`config.mk`:
```
export PLATFORM = sky130hd
export DESIGN_NAME = spi_slave_core
export DESIGN_NICKNAME = d
export VERILOG_FILES = /design/src/rtl/spi_pkg.sv /design/src/rtl/spi_sync_edge.sv /design/src/rtl/spi_slave_core.sv
export SDC_FILE = /design/constraint.sdc
export NUM_CORES = 1
export LEC_CHECK = 0
export ABC_AREA = 0
export CAP_MARGIN = 20
export CORE_ASPECT_RATIO = 1.1
export CORE_MARGIN = 2
export CORE_UTILIZATION = 46
export CTS_BUF_LIST = sky130_fd_sc_hd__clkbuf_2
export CTS_CLUSTER_DIAMETER = 200
export CTS_CLUSTER_SIZE = 8
export DETAILED_ROUTE_END_ITERATION = 6
export GPL_ROUTABILITY_DRIVEN = 1
export PLACE_DENSITY = 0.71
export SLEW_MARGIN = 10
export SYNTH_ARGS = -nofsm -noshare
export SYNTH_HDL_FRONTEND = slang
export SYNTH_SLANG_ARGS = --single-unit
export TNS_END_PERCENT = 50
```
`constraint.sdc`:
```
create_clock -name clk -period 2.1 [get_ports clk]
set_input_delay 0.42 -clock clk [delete_from_list [all_inputs] [get_ports clk]]
set_output_delay 0.42 -clock clk [all_outputs]
set_load 0.005 [all_outputs]
```
`src/rtl/spi_pkg.sv`:
```
`default_nettype none
`timescale 1ns/1ps
// ============================================================================
// Module   : spi_pkg
// Purpose  : Shared SPI mode constants, FSM encoding and counter sizing.
// Revision : 1.0 - initial release
// ============================================================================
package spi_pkg;

    // SPI modes encoded as {CPOL, CPHA}
    localparam logic [1:0] c_MODE0 = 2'b00;
    localparam logic [1:0] c_MODE1 = 2'b01;
    localparam logic [1:0] c_MODE2 = 2'b10;
    localparam logic [1:0] c_MODE3 = 2'b11;

    typedef enum logic [0:0] {
        ST_IDLE   = 1'b0,
        ST_ACTIVE = 1'b1
    } state_t;

    function automatic int cnt_width(input int data_w);
        return $clog2(data_w);
    endfunction

endpackage
`default_nettype wire

```
`src/rtl/spi_sync_edge.sv`:
```
`default_nettype none
`timescale 1ns/1ps
// ============================================================================
// Module   : spi_sync_edge
// Purpose  : Two-flop synchroniser plus history flop with rise/fall strobes.
// Revision : 1.0 - initial release
// ============================================================================
module spi_sync_edge (
    input  logic clk,
    input  logic rst,
    input  logic async_in,
    output logic rise,
    output logic fall
);

    logic [2:0] r_sync;

    // Clearing to 0 means a select line held low through reset never
    // produces a spurious assertion edge afterwards.
    always_ff @(posedge clk) begin
        if (rst) begin
            r_sync <= 3'b000;
        end else begin
            r_sync <= {r_sync[1:0], async_in};
        end
    end

    assign rise = r_sync[1] & ~r_sync[2];
    assign fall = ~r_sync[1] & r_sync[2];

endmodule
`default_nettype wire

```
`src/rtl/spi_slave_core.sv`:
```
`default_nettype none
`timescale 1ns/1ps
// ============================================================================
// Module   : spi_slave_core
// Purpose  : Oversampled full-duplex SPI slave, all CPOL/CPHA modes.
//            Optional SPI_SLAVE_ECHO_EN: underrun loads echo last rx word.
// Revision : 1.0 - initial release
// ============================================================================
module spi_slave_core
    import spi_pkg::*;
#(
    parameter int                DATA_W    = 16,
    parameter bit                CPOL      = 1'b0,
    parameter bit                CPHA      = 1'b0,
    parameter bit                MSB_FIRST = 1'b1,
    parameter logic [DATA_W-1:0] IDLE_WORD = {DATA_W{1'b0}}
) (
    input  logic              clk,
    input  logic              rst,
    input  logic              sck,
    input  logic              ssel_n,
    input  logic              mosi,
    output logic              miso,
    output logic              miso_oe,
    input  logic [DATA_W-1:0] tx_data,
    input  logic              tx_valid,
    output logic              tx_ready,
    output logic [DATA_W-1:0] rx_data,
    output logic              rx_valid,
    output logic              frame_start,
    output logic              frame_end,
    output logic              frame_err,
    output logic              tx_underrun
);

    localparam int               c_CNT_W       = cnt_width(DATA_W);
    localparam logic [c_CNT_W-1:0] c_LAST_BIT  = c_CNT_W'(DATA_W - 1);
    localparam logic [1:0]       c_SPI_MODE    = {CPOL, CPHA};
    localparam bit               c_SAMPLE_RISE = (c_SPI_MODE == c_MODE0) || (c_SPI_MODE == c_MODE3);
    localparam bit               c_SHIFT_RISE  = (c_SPI_MODE == c_MODE1) || (c_SPI_MODE == c_MODE2);

    logic w_sck_rise, w_sck_fall, w_ssel_rise, w_ssel_fall;
    logic [1:0] r_mosi_sync;

    spi_sync_edge u_sync_sck (
        .clk      (clk),
        .rst      (rst),
        .async_in (sck),
        .rise     (w_sck_rise),
        .fall     (w_sck_fall)
    );

    spi_sync_edge u_sync_ssel (
        .clk      (clk),
        .rst      (rst),
        .async_in (ssel_n),
        .rise     (w_ssel_rise),
        .fall     (w_ssel_fall)
    );

    always_ff @(posedge clk) begin
        if (rst) begin
            r_mosi_sync <= 2'b00;
        end else begin
            r_mosi_sync <= {r_mosi_sync[0], mosi};
        end
    end

    logic w_sample_edge, w_shift_edge;
    assign w_sample_edge = c_SAMPLE_RISE ? w_sck_rise : w_sck_fall;
    assign w_shift_edge  = c_SHIFT_RISE  ? w_sck_rise : w_sck_fall;

    state_t              r_state, w_state_nxt;
    logic [c_CNT_W-1:0]  r_bit_cnt;
    logic                r_load_pending;
    logic [DATA_W-1:0]   r_rx_sh, r_tx_sh, r_rx_data;
    logic                r_rx_valid, r_frame_start, r_frame_end, r_frame_err;
    logic                r_tx_underrun, r_miso_oe;
    logic                w_enter, w_leave, w_sample, w_shift, w_load;

    always_ff @(posedge clk) begin
        if (rst) begin
            r_state <= ST_IDLE;
        end else begin
            r_state <= w_state_nxt;
        end
    end

    // A deselect in the same cycle as an SCK edge suppresses the edge.
    always_comb begin
        w_state_nxt = r_state;
        w_enter     = 1'b0;
        w_leave     = 1'b0;
        w_sample    = 1'b0;
        w_shift     = 1'b0;
        w_load      = 1'b0;
        if (!rst) begin
            case (r_state)
                ST_IDLE: begin
                    if (w_ssel_fall) begin
                        w_state_nxt = ST_ACTIVE;
                        w_enter     = 1'b1;
                        w_load      = ~CPHA;
                    end
                end
                ST_ACTIVE: begin
                    if (w_ssel_rise) begin
                        w_state_nxt = ST_IDLE;
                        w_leave     = 1'b1;
                    end else begin
                        w_sample = w_sample_edge;
                        w_shift  = w_shift_edge & ~r_load_pending;
                        w_load   = w_shift_edge & r_load_pending;
                    end
                end
                default: w_state_nxt = ST_IDLE;
            endcase
        end
    end

    logic              w_word_done;
    logic [DATA_W-1:0] w_rx_next, w_tx_shifted, w_fill, w_load_word;

    assign w_word_done  = w_sample && (r_bit_cnt == c_LAST_BIT);
    assign w_rx_next    = MSB_FIRST ? {r_rx_sh[DATA_W-2:0], r_mosi_sync[1]}
                                    : {r_mosi_sync[1], r_rx_sh[DATA_W-1:1]};
    assign w_tx_shifted = MSB_FIRST ? {r_tx_sh[DATA_W-2:0], 1'b0}
                                    : {1'b0, r_tx_sh[DATA_W-1:1]};
`ifdef SPI_SLAVE_ECHO_EN
    assign w_fill = r_rx_data;
`else
    assign w_fill = IDLE_WORD;
`endif
    assign w_load_word  = tx_valid ? tx_data : w_fill;

    always_ff @(posedge clk) begin
        if (rst) begin
            r_bit_cnt      <= '0;
            r_load_pending <= 1'b0;
            r_rx_sh        <= '0;
            r_tx_sh        <= '0;
            r_rx_data      <= '0;
            r_rx_valid     <= 1'b0;
            r_frame_start  <= 1'b0;
            r_frame_end    <= 1'b0;
            r_frame_err    <= 1'b0;
            r_tx_underrun  <= 1'b0;
            r_miso_oe      <= 1'b0;
        end else begin
            r_rx_valid    <= 1'b0;
            r_frame_start <= w_enter;
            r_frame_end   <= w_leave;
            r_frame_err   <= w_leave && (r_bit_cnt != '0);
            r_tx_underrun <= w_load && !tx_valid;

            if (w_enter) begin
                r_bit_cnt      <= '0;
                r_load_pending <= CPHA;
                r_rx_sh        <= '0;
                r_miso_oe      <= 1'b1;
            end

            // Partial RX bits and the in-flight TX word are dropped here.
            if (w_leave) begin
                r_bit_cnt      <= '0;
                r_load_pending <= 1'b0;
                r_rx_sh        <= '0;
                r_tx_sh        <= '0;
                r_miso_oe      <= 1'b0;
            end

            if (w_sample) begin
                r_rx_sh <= w_rx_next;
                if (w_word_done) begin
                    r_bit_cnt      <= '0;
                    r_rx_data      <= w_rx_next;
                    r_rx_valid     <= 1'b1;
                    r_load_pending <= 1'b1;
                end else begin
                    r_bit_cnt <= r_bit_cnt + 1'b1;
                end
            end

            if (w_load) begin
                r_tx_sh        <= w_load_word;
                r_load_pending <= 1'b0;
            end else if (w_shift) begin
                r_tx_sh <= w_tx_shifted;
            end
        end
    end

    assign miso        = MSB_FIRST ? r_tx_sh[DATA_W-1] : r_tx_sh[0];
    assign miso_oe     = r_miso_oe;
    assign tx_ready    = w_load;
    assign rx_data     = r_rx_data;
    assign rx_valid    = r_rx_valid;
    assign frame_start = r_frame_start;
    assign frame_end   = r_frame_end;
    assign frame_err   = r_frame_err;
    assign tx_underrun = r_tx_underrun;

endmodule
`default_nettype wire

```
==> results.toml, run 1 <==
[yosys]
yosysMostFrequentCell = "dfxtp_1"
synth_area_um2 = 2641
syn_avg_cell_area_um2 = 9.108
synth_edf_count = 0
yosysWarnings = 0
synth_commonest_cells = "67 x dfxtp_1, 54 x nand2_1, 32 x inv_1"
yosys.area.top_type_share = 0.5078
yosysTopAreaCell = "dfxtp_1"
synth_area_leaders = "dfxtp_1 51%, nand2_1 7.7%, o32ai_1 4.6%, inv_1 4.5%, a221oi_2 4.0%"
syn_nets = 314
async_flop_share = 0
synth.distinct_cells = 37
postSynthCellCount = 290
synth_seq_cells = 67
ys_seq_area_frac = 0.5078
synth-main-ff-cell = "dfxtp_1"

[clock_network]
cts-buffers-inserted = 9
cts.clk_slew.worst_paths_ns = 0.17
clk_latency_ns = 0.49
cts_tree = "done"
htreeDepth = 3
clockBufferDepth = 2
clkSinkCount = 67
clockRootBuffer = "clkbuf_2"
hold_buffers = 0

[setup_path]
worstPathRequired_ns = 1.68
critPathTopFamily = "flip-flops"
slowest_stage = "dfxtp_4"
startpoint_type = "register"
worstPathBufferInverterCount = 1
rrSetupSlack_ns = 0.39
crit_path_max_fanout = 5
worstPathArrival_ns = 1.50
cpPeakStageDelay_ns = 0.40
r2r_cells = 5
endpoint_kind = "primary output"
crit_type = "reg -> out"
r2r_start = "u_sync_sck.r_sync[1]"
r2r_end = "r_tx_sh[4]"
worstPathCellList = "nor3b_4, a41o_1, nor2b_4, clkbuf_2"

[final_layout]
area_growth_pct = 24.06
final_nets = 365
n_fill_cell = 499
n_antenna_cell = 0
fin_cells = 421
layout-drive-gt1-share = 0.1387
final_util = 0.5996

[min_path]
hold_depth = 2
min_to = "frame_start"
hold_path_class = "in -> reg"
min_from = "rst"

[timing]
finalCritPeriodShare = 0.9120
final_max_slew_viol_count = 0
fin_setup_tns_ns = 0
hold_ws_ns = 0.3255
period_needed_ns = 1.915
tightest_slew_ns = 0.6164
maxSlewHeadroom = 0.5890
rsz0062_at_grt = "no"
finClkSkew_ns = 0.02958
hold_violations = 0
max_freq_ghz = 0.5222
finalSetupViolCount = 0

[floorplanning]
initial_utilization = 0.4833
boundaryPins = 46
rows = 28
die_x_um = 76.25
dieArea_um2 = 6365
fp.coreArea_um2 = 5465
fp.dieH_um = 83.48

[drt]
drt_iter0_drc = 98
drtAntennaViolNets = 0
avgRoutedWirePerCell_um = 11.74
avgViaCountPerCell = 5.019
post-route-drc-count = 0
drt-total-wl_um = 4941
first_pass_iters = 4
num_vias = 2113

[global_route]
grt_max_degree = 39
grt_antenna_before_repair = 0
grt_overflow = 0
grt_pass1_vias = 1970
grt_first_pass_wirelength_um = 8659
gr-usage-all-layers = 0.1689

[outcome]
status = "finished clean"

[power]
power_mw = 2.038
p_per_area_nw_per_um2 = 622.1
peakVddDrop_v = 0.0004108
power.leakage_nw = 1.108

[run]
maxCapViolations = 0

[placed_design]
io_buffers = 45
hpwl_um = 3246
placed_cells = 402
place_congestion = 0.7694
==> cells by family (layout without fill, tap and decap cells) <==
family          count (synthesis)  in the layout  share of synthesized area
compound gates                 78             78                     0.2146
fa+ha+maj                       2              2                   0.009473
buf+inv                        52            108                    0.09190
flops                          67             67                     0.5078
mux                             1              1                   0.003790
simple gates                   90             90                     0.1724
==> flip-flops by register name (all words and copies together), names as in the netlist, 2 cells and up <==
name                flops
r_bit_cnt               4
r_mosi_sync             2
r_rx_sh                15
r_tx_sh                16
rx_data                16
u_sync_sck.r_sync       3
u_sync_ssel.r_sync      3
==> timing repair <==
action	CTS	global route
setup buffers	1	2
setup endpoints to repair	1	1
resized for setup	8	4
pin swaps	2	1
cloned	0	0
==> worst reg2reg max path, delay by kind of cell (launching register included) <==
kind,cells,cell delay [ns]
compound gates,3,0.90
buf+inv,1,0.14
flops,1,0.37
simple gates,1,0.20
==> stage by stage <==
stage	setup WS (ns)	instance area, um^2
final	0.1849	3277
after global routing	0.04891	3277
after CTS	0.04628	3256
after detailed placement	0.2553	3144
after global placement	0.2677	3144
after floorplan	0.5156	2641
==> layout make-up <==
cell class,count,area (um^2),area share
Timing Repair Buffer,59,549.3,0.1676
Sequential cell,67,1351,0.4124
Clock inverter,7,45.04,0.01375
Clock buffer,9,45.04,0.01375
Multi-Input combinational cell,171,1069,0.3261
Inverter,33,123.9,0.03780
Tap cell,75,93.84,0.02864
==> per-layer routing <==
layer | global-route usage | routed length (um) | part of all wire | vias to the layer above
li1 | - | - | - | 1099
met1 | 0.2091 | 2381 | 0.48 | 956
met2 | 0.2703 | 2212 | 0.45 | 47
met3 | 0.03680 | 218 | 0.044 | 11
met4 | 0.09917 | 129 | 0.026 | 0
met5 | 0 | 0 | 0 | -
==> worst max path at each step <==
stage / end / from / cells after the start
3_5_place_dp: tx_ready / u_sync_ssel.r_sync[1] / 4
5_1_grt: tx_ready / u_sync_ssel.r_sync[1] / 4
4_1_cts: tx_ready / u_sync_ssel.r_sync[2] / 4
2_1_floorplan: tx_ready / u_sync_ssel.r_sync[2] / 6
6_report: tx_ready / u_sync_ssel.r_sync[1] / 4
3_3_place_gp: tx_ready / u_sync_sck.r_sync[1] / 4
==> layout by cell type (no fill, tap or decap), types with 2 or more instances in the layout <==
| cell | count |
|---|---|
| nand3_1 | 2 |
| inv_1 | 32 |
| nor2_1 | 6 |
| nand2b_1 | 5 |
| o21ai_0 | 21 |
| dfxtp_1 | 63 |
| a221oi_2 | 7 |
| o32ai_1 | 14 |
| and2b_1 | 2 |
| nand4b_1 | 2 |
| clkinvlp_4 | 3 |
| nand2_1 | 54 |
| clkbuf_2 | 10 |
| a21o_1 | 2 |
| clkinv_2 | 2 |
| buf_4 | 13 |
| nor3b_4 | 2 |
| a221oi_1 | 8 |
| dfxtp_4 | 2 |
| dfxtp_2 | 2 |
| and3_1 | 2 |
| nor2b_1 | 10 |
| clkdlybuf4s50_1 | 43 |
| a21oi_1 | 20 |
| ha_1 | 2 |
==> power by group <==
part,internal [mW],total [mW],switching (mW)
clock,0.148,0.604,0.456
combinational,0.0721,0.137,0.0651
sequential,1.29,1.30,0.00879
Note: power is estimated with default switching activity, not from simulation.
==> run 2: changes to the inputs <==
PLACE_DENSITY = 0.7   (was 0.71)
SYNTH_HIERARCHICAL = 1   (was not set)
==> run 2 against run 1 <==
Count of clock-buffer cells in the layout up 1. Power up 21%. Final cell count up 7.1%. Die area up 10%. Largest cell class is now multi-input gates. Area after synthesis up 11%. Critical path depth unchanged. Largest power group unchanged.
==> results.toml, run 2 <==
[clock_network]
cts.clk_slew.worst_paths_ns = 0.16
clockRootBuffer = "clkbuf_2"
hold_buffers = 0
clockBufferDepth = 2
htreeDepth = 3
cts-buffers-inserted = 9
cts_tree = "done"
clk_latency_ns = 0.48
clkSinkCount = 67

[yosys]
synth_area_um2 = 2929
synth-xor-area-share = 0
syn_nets = 335
synth_adder_area_share = 0.008543
synth_seq_cells = 67
synth_area_leaders = "dfxtp_1 46%, a22o_1 4.8%, a2111oi_2 4.6%, nor2_1 4.1%, o21a_1 3.8%"
yosysTopAreaCell = "dfxtp_1"
synth-main-ff-cell = "dfxtp_1"
synth.distinct_cells = 43
synth_commonest_cells = "67 x dfxtp_1, 32 x nor2_1, 21 x a21oi_1"
yosys.area.top_type_share = 0.4579
async_flop_share = 0
synth_top_family_by_area = "compound AO/OA/AOI/OAI gates"
syn_avg_cell_area_um2 = 9.418
synthSimpleGateAreaFrac = 0.2132
synth_edf_count = 0
postSynthCellCount = 311
yosysMostFrequentCell = "dfxtp_1"
synthMuxAreaShare = 0.007262
synth_compound_area_frac = 0.2465
yosysWarnings = 6
ys_seq_area_frac = 0.4579

[global_route]
grt_pass1_vias = 2302
gr-usage-all-layers = 0.1873
grt_max_degree = 25
grt_first_pass_wirelength_um = 10290
grt_antenna_before_repair = 0
grt_overflow = 0

[drt]
num_vias = 2409
drt-total-wl_um = 6049
top_layer = "met4"
drtAntennaViolNets = 0
avgRoutedWirePerCell_um = 13.41
post-route-drc-count = 0
wl_met2_um = 2815
route.met3.wl_um = 225
avgViaCountPerCell = 5.341
first_pass_iters = 4
drt_iter0_drc = 174
wl_met1_um = 2921

[setup_path]
crit_path_max_fanout = 3
startpoint_type = "register"
endpoint_kind = "primary output"
crit_type = "reg -> out"
worstPathArrival_ns = 1.51
worstPathRequired_ns = 1.68

[final_layout]
fin_area_um2 = 3685
seq_area_um2 = 1341
final_nets = 391
layout-drive-gt1-share = 0.1914
fin_cells = 451
n_fill_cell = 551
area_growth_pct = 25.80
n_antenna_cell = 0
multi_input_area_um2 = 1399
final_common_cell = "dfxtp_1"
most-common-layout-cells = "67 x dfxtp_1, 44 x clkdlybuf4s50_1, 32 x nor2_1"

[timing]
hold_violations = 0
rsz0062_at_grt = "no"
period_needed_ns = 1.926
final_max_slew_viol_count = 0
tightest_slew_ns = 0.4558
finalCritPeriodShare = 0.9174
fin_setup_tns_ns = 0
setup_slack_ns = 0.1735
maxSlewHeadroom = 0.6954
finalSetupViolCount = 0
finClkSkew_ns = 0.02076
max_freq_ghz = 0.5191

[floorplanning]
fp.dieH_um = 87.69
rows = 30
boundaryPins = 46
dieArea_um2 = 7023
fp.coreArea_um2 = 6156
die_x_um = 80.09
initial_utilization = 0.4758

[power]
power_mw = 2.462
power.leakage_nw = 1.297
peakVddDrop_v = 0.0004039
p_per_area_nw_per_um2 = 668.2

[placed_design]
place_area_um2 = 3508
hpwl_um = 4079
placed_cells = 433
place_congestion = 0.8340
io_buffers = 45
place_ws_ns = 0.08552

[run]
maxCapViolations = 0

[min_path]
hold_path_class = "reg -> reg"

[outcome]
status = "finished clean"
==> run 2: cell count changes after synthesis, sizes merged, moves of 16 or more <==
cell / previous run / this run
inv: 33 / 5
nor2: 6 / 32
nand2: 54 / 19
nand3: 2 / 19
a22o: 0 / 16
==> run 2: worst max-delay path, stage by stage, from the launching register on <==
cell      delay, ns
dfxtp_1        0.35
nor2b_1        0.14
nand4b_1       0.23
a21oi_2        0.19
clkbuf_2       0.13
==> run 2: cells by family (layout without fill, tap and decap cells) <==
| group | count (synthesis) | after routing |
|---|---|---|
| fa+ha+maj | 2 | 2 |
| mux | 2 | 2 |
| flops | 67 | 67 |
| compound gates | 93 | 93 |
| simple gates | 115 | 115 |
| buf+inv | 32 | 92 |
==> run 2: cell type report <==
cell class	instances	area share
Multi-Input combinational cell	212	0.3796
Sequential cell	67	0.3640
Timing Repair Buffer	72	0.1827
Clock buffer	10	0.01358
Clock inverter	5	0.02784
Inverter	5	0.005093
Tap cell	80	0.02716
==> run 2: metrics by stage <==
stage / util / hold slack, ns
after global placement: 0.5699 / 0.4186
final: 0.5986 / 0.4561
after detailed placement: 0.5699 / 0.4242
after floorplan: - / 0.4138
after global routing: 0.5986 / 0.4397
after CTS: 0.5967 / 0.4477
==> run 2: routing by layer <==
layer  vias to the layer above  global-route usage
li1                       1220                   -
met1                      1132              0.2463
met2                        49              0.2932
met3                         8             0.04845
met4                         0             0.07858
met5                         -                   0
==> run 2: final timing paths <==
kind              depth (start not counted)  slack (ns)                    end             startpoint
hold reg to reg                           1        0.46  u_sync_ssel/r_sync[1]  u_sync_ssel/r_sync[0]
setup / recovery                          4        0.17               tx_ready  u_sync_ssel/r_sync[1]
hold / removal                            1        0.46  u_sync_ssel/r_sync[1]  u_sync_ssel/r_sync[0]
setup reg to reg                          6        0.38            r_tx_sh[11]  u_sync_ssel/r_sync[1]
==> run 2: timing repair <==
item / in CTS / in global routing
pin swaps: 2 / 2
setup buffers: 1 / 2
endpoints found under the setup margin: 1 / 1
gates resized for setup: 3 / 2
==> run 2: report_power, final <==
group          total, mW  internal, mW  leakage, nW  switching, mW
clock network      0.953         0.510       0.0880          0.443
logic              0.197         0.105        0.666         0.0919
registers           1.31          1.30        0.542         0.0165
total               2.46          1.91         1.30          0.551
==> run 3: changes to the inputs <==
clock period = 2.2 ns   (was 2.1 ns; I/O delays follow)
==> run 3 against run 2 <==
Final cell count decreased by 0.89%. Worst hold slack lost 0.0014 ns. First-iteration DRC count is 26% lower. Count of clock-buffer cells in the layout down 1. Critical path type unchanged. Critical endpoint unchanged.
==> results.toml, run 3 (synthesized netlist as in run 2, its figures left out) <==
[outcome]
status = "finished clean"

[clock_network]
clkSinkCount = 67
cts_tree = "done"
hold_buffers = 0
cts-buffers-inserted = 9
clockBufferDepth = 2
htreeDepth = 3
cts.clk_slew.worst_paths_ns = 0.20
clk_latency_ns = 0.50
clockRootBuffer = "clkbuf_2"

[floorplanning]
die_x_um = 80.09
rows = 30
fp.coreArea_um2 = 6156
fp.dieH_um = 87.69
boundaryPins = 46
initial_utilization = 0.4758
dieArea_um2 = 7023

[final_layout]
area_growth_pct = 24.05
final_util = 0.5902
final_nets = 386
most-common-layout-cells = "66 x dfxtp_1, 44 x clkdlybuf4s50_1, 32 x nor2_1"
final_common_cell = "dfxtp_1"
layout-drive-gt1-share = 0.1907
n_antenna_cell = 0

[timing]
tightest_slew_ns = 0.6217
period_needed_ns = 1.984
finClkSkew_ns = 0.02257
finalSetupViolCount = 0
fin_setup_tns_ns = 0
final_max_slew_viol_count = 0
maxSlewHeadroom = 0.5833
hold_ws_ns = 0.4546
rsz0062_at_grt = "no"
max_freq_ghz = 0.5040
hold_violations = 0
finalCritPeriodShare = 0.9018

[drt]
avgRoutedWirePerCell_um = 14.15
wl_met1_um = 2966
post-route-drc-count = 0
route.met3.wl_um = 228
avgViaCountPerCell = 5.409
top_layer = "met4"
first_pass_iters = 4
drtAntennaViolNets = 0
drt_iter0_drc = 128
wl_met2_um = 2976
num_vias = 2418
drt-total-wl_um = 6323

[global_route]
grt_antenna_before_repair = 0
grt_first_pass_wirelength_um = 10690
grt_pass1_vias = 2322
grt_max_degree = 25
gr-usage-all-layers = 0.1971
grt_overflow = 0

[power]
power_mw = 2.186
power.leakage_nw = 1.260
internal-power_mw = 1.606
p_per_area_nw_per_um2 = 601.7
p_comb_frac = 0.086
sw_frac_of_total = 0.2651
power.net_switching_mw = 0.5796
power.share.sequential = 0.573
pwr-share-clk = 0.341
peakVddDrop_v = 0.0004039

[setup_path]
slowest_stage = "dfxtp_2"
worstPathBufferInverterCount = 1
startpoint_type = "register"
worstPathArrival_ns = 1.54
crit_path_max_fanout = 3
crit_type = "reg -> out"
endpoint_kind = "primary output"
worstPathRequired_ns = 1.76
critPathTopFamily = "flip-flops"
cpPeakStageDelay_ns = 0.38
worstPathCellList = "nor2b_1, nand4b_1, a21oi_2, clkbuf_2"

[placed_design]
hpwl_um = 4237
io_buffers = 45
place_congestion = 0.7982

[min_path]
hold_path_class = "reg -> reg"

[run]
maxCapViolations = 0
[run 3: cell count changes in the layout (fill, tap and decap cells not counted), sizes merged]
| cell | previous run | this run |
|---|---|---|
| inv | 5 | 6 |
| clkbuf | 11 | 10 |
| buf | 27 | 22 |
| bufinv | 3 | 1 |
| clkinv | 1 | 4 |
[run 3: final timing paths]
check | from | to | slack (ns) | cells after the start
worst max-delay path | u_sync_ssel/r_sync[1] | tx_ready | 0.22 | 4
worst min-delay path | u_sync_ssel/r_sync[0] | u_sync_ssel/r_sync[1] | 0.45 | 1
worst max register to register | u_sync_ssel/r_sync[1] | r_tx_sh[10] | 0.31 | 7
worst min register to register | u_sync_ssel/r_sync[0] | u_sync_ssel/r_sync[1] | 0.45 | 1
[run 3: layout make-up]
type / count / area, um^2
fillers: 568 / 2522
clock inverters: 7 / 77.57
flip-flops and latches: 67 / 1343
inverters: 5 / 18.77
multi-input cells: 212 / 1414
well taps: 80 / 100.1
repair buffers: 67 / 635.6
clock buffers: 9 / 45.04
[run 3: timing repair]
| item | 4_1_cts | 5_1_grt |
|---|---|---|
| pin swaps | 1 | 1 |
| setup endpoints to repair | 1 | 1 |
| gates resized for setup | 5 | 4 |
| cloned | 0 | 0 |
| endpoints found under the hold margin | 0 | 0 |
| setup buffers | 2 | 1 |
[run 3: per-stage QoR]
step	setup WS [ns]	cells	instance area [um^2]
floorplan	0.6577	311	2929
global placement	0.1627	428	3471
detailed placement	0.06947	428	3471
CTS	0.08436	446	3622
global route	0.07616	447	3633
finish	0.2160	447	3633
[run 3: routing by layer]
layer  track usage  vias to the layer above
met5             0                        -
met4        0.1032                        0
met3       0.05464                       14
met2        0.3091                       44
met1        0.2479                     1149
li1              -                     1211
[run 3: worst register-to-register path, stage by stage (launching register included)]
cell,delay [ns]
dfxtp_2,0.40
nor2b_1,0.16
nand4b_1,0.16
buf_4,0.13
buf_4,0.09
nand3_2,0.24
buf_4,0.28
a2111oi_2,0.33
[run 3: power by group through the flow]
stage               Combinational, mW  Clock [mW]  Sequential [mW]
global route                    0.207       0.820             1.26
detailed placement              0.186           0             1.28
CTS                             0.189       0.772             1.25
global placement                0.182           0             1.28
floorplan                       0.113           0             1.27
finish                          0.187       0.746             1.25
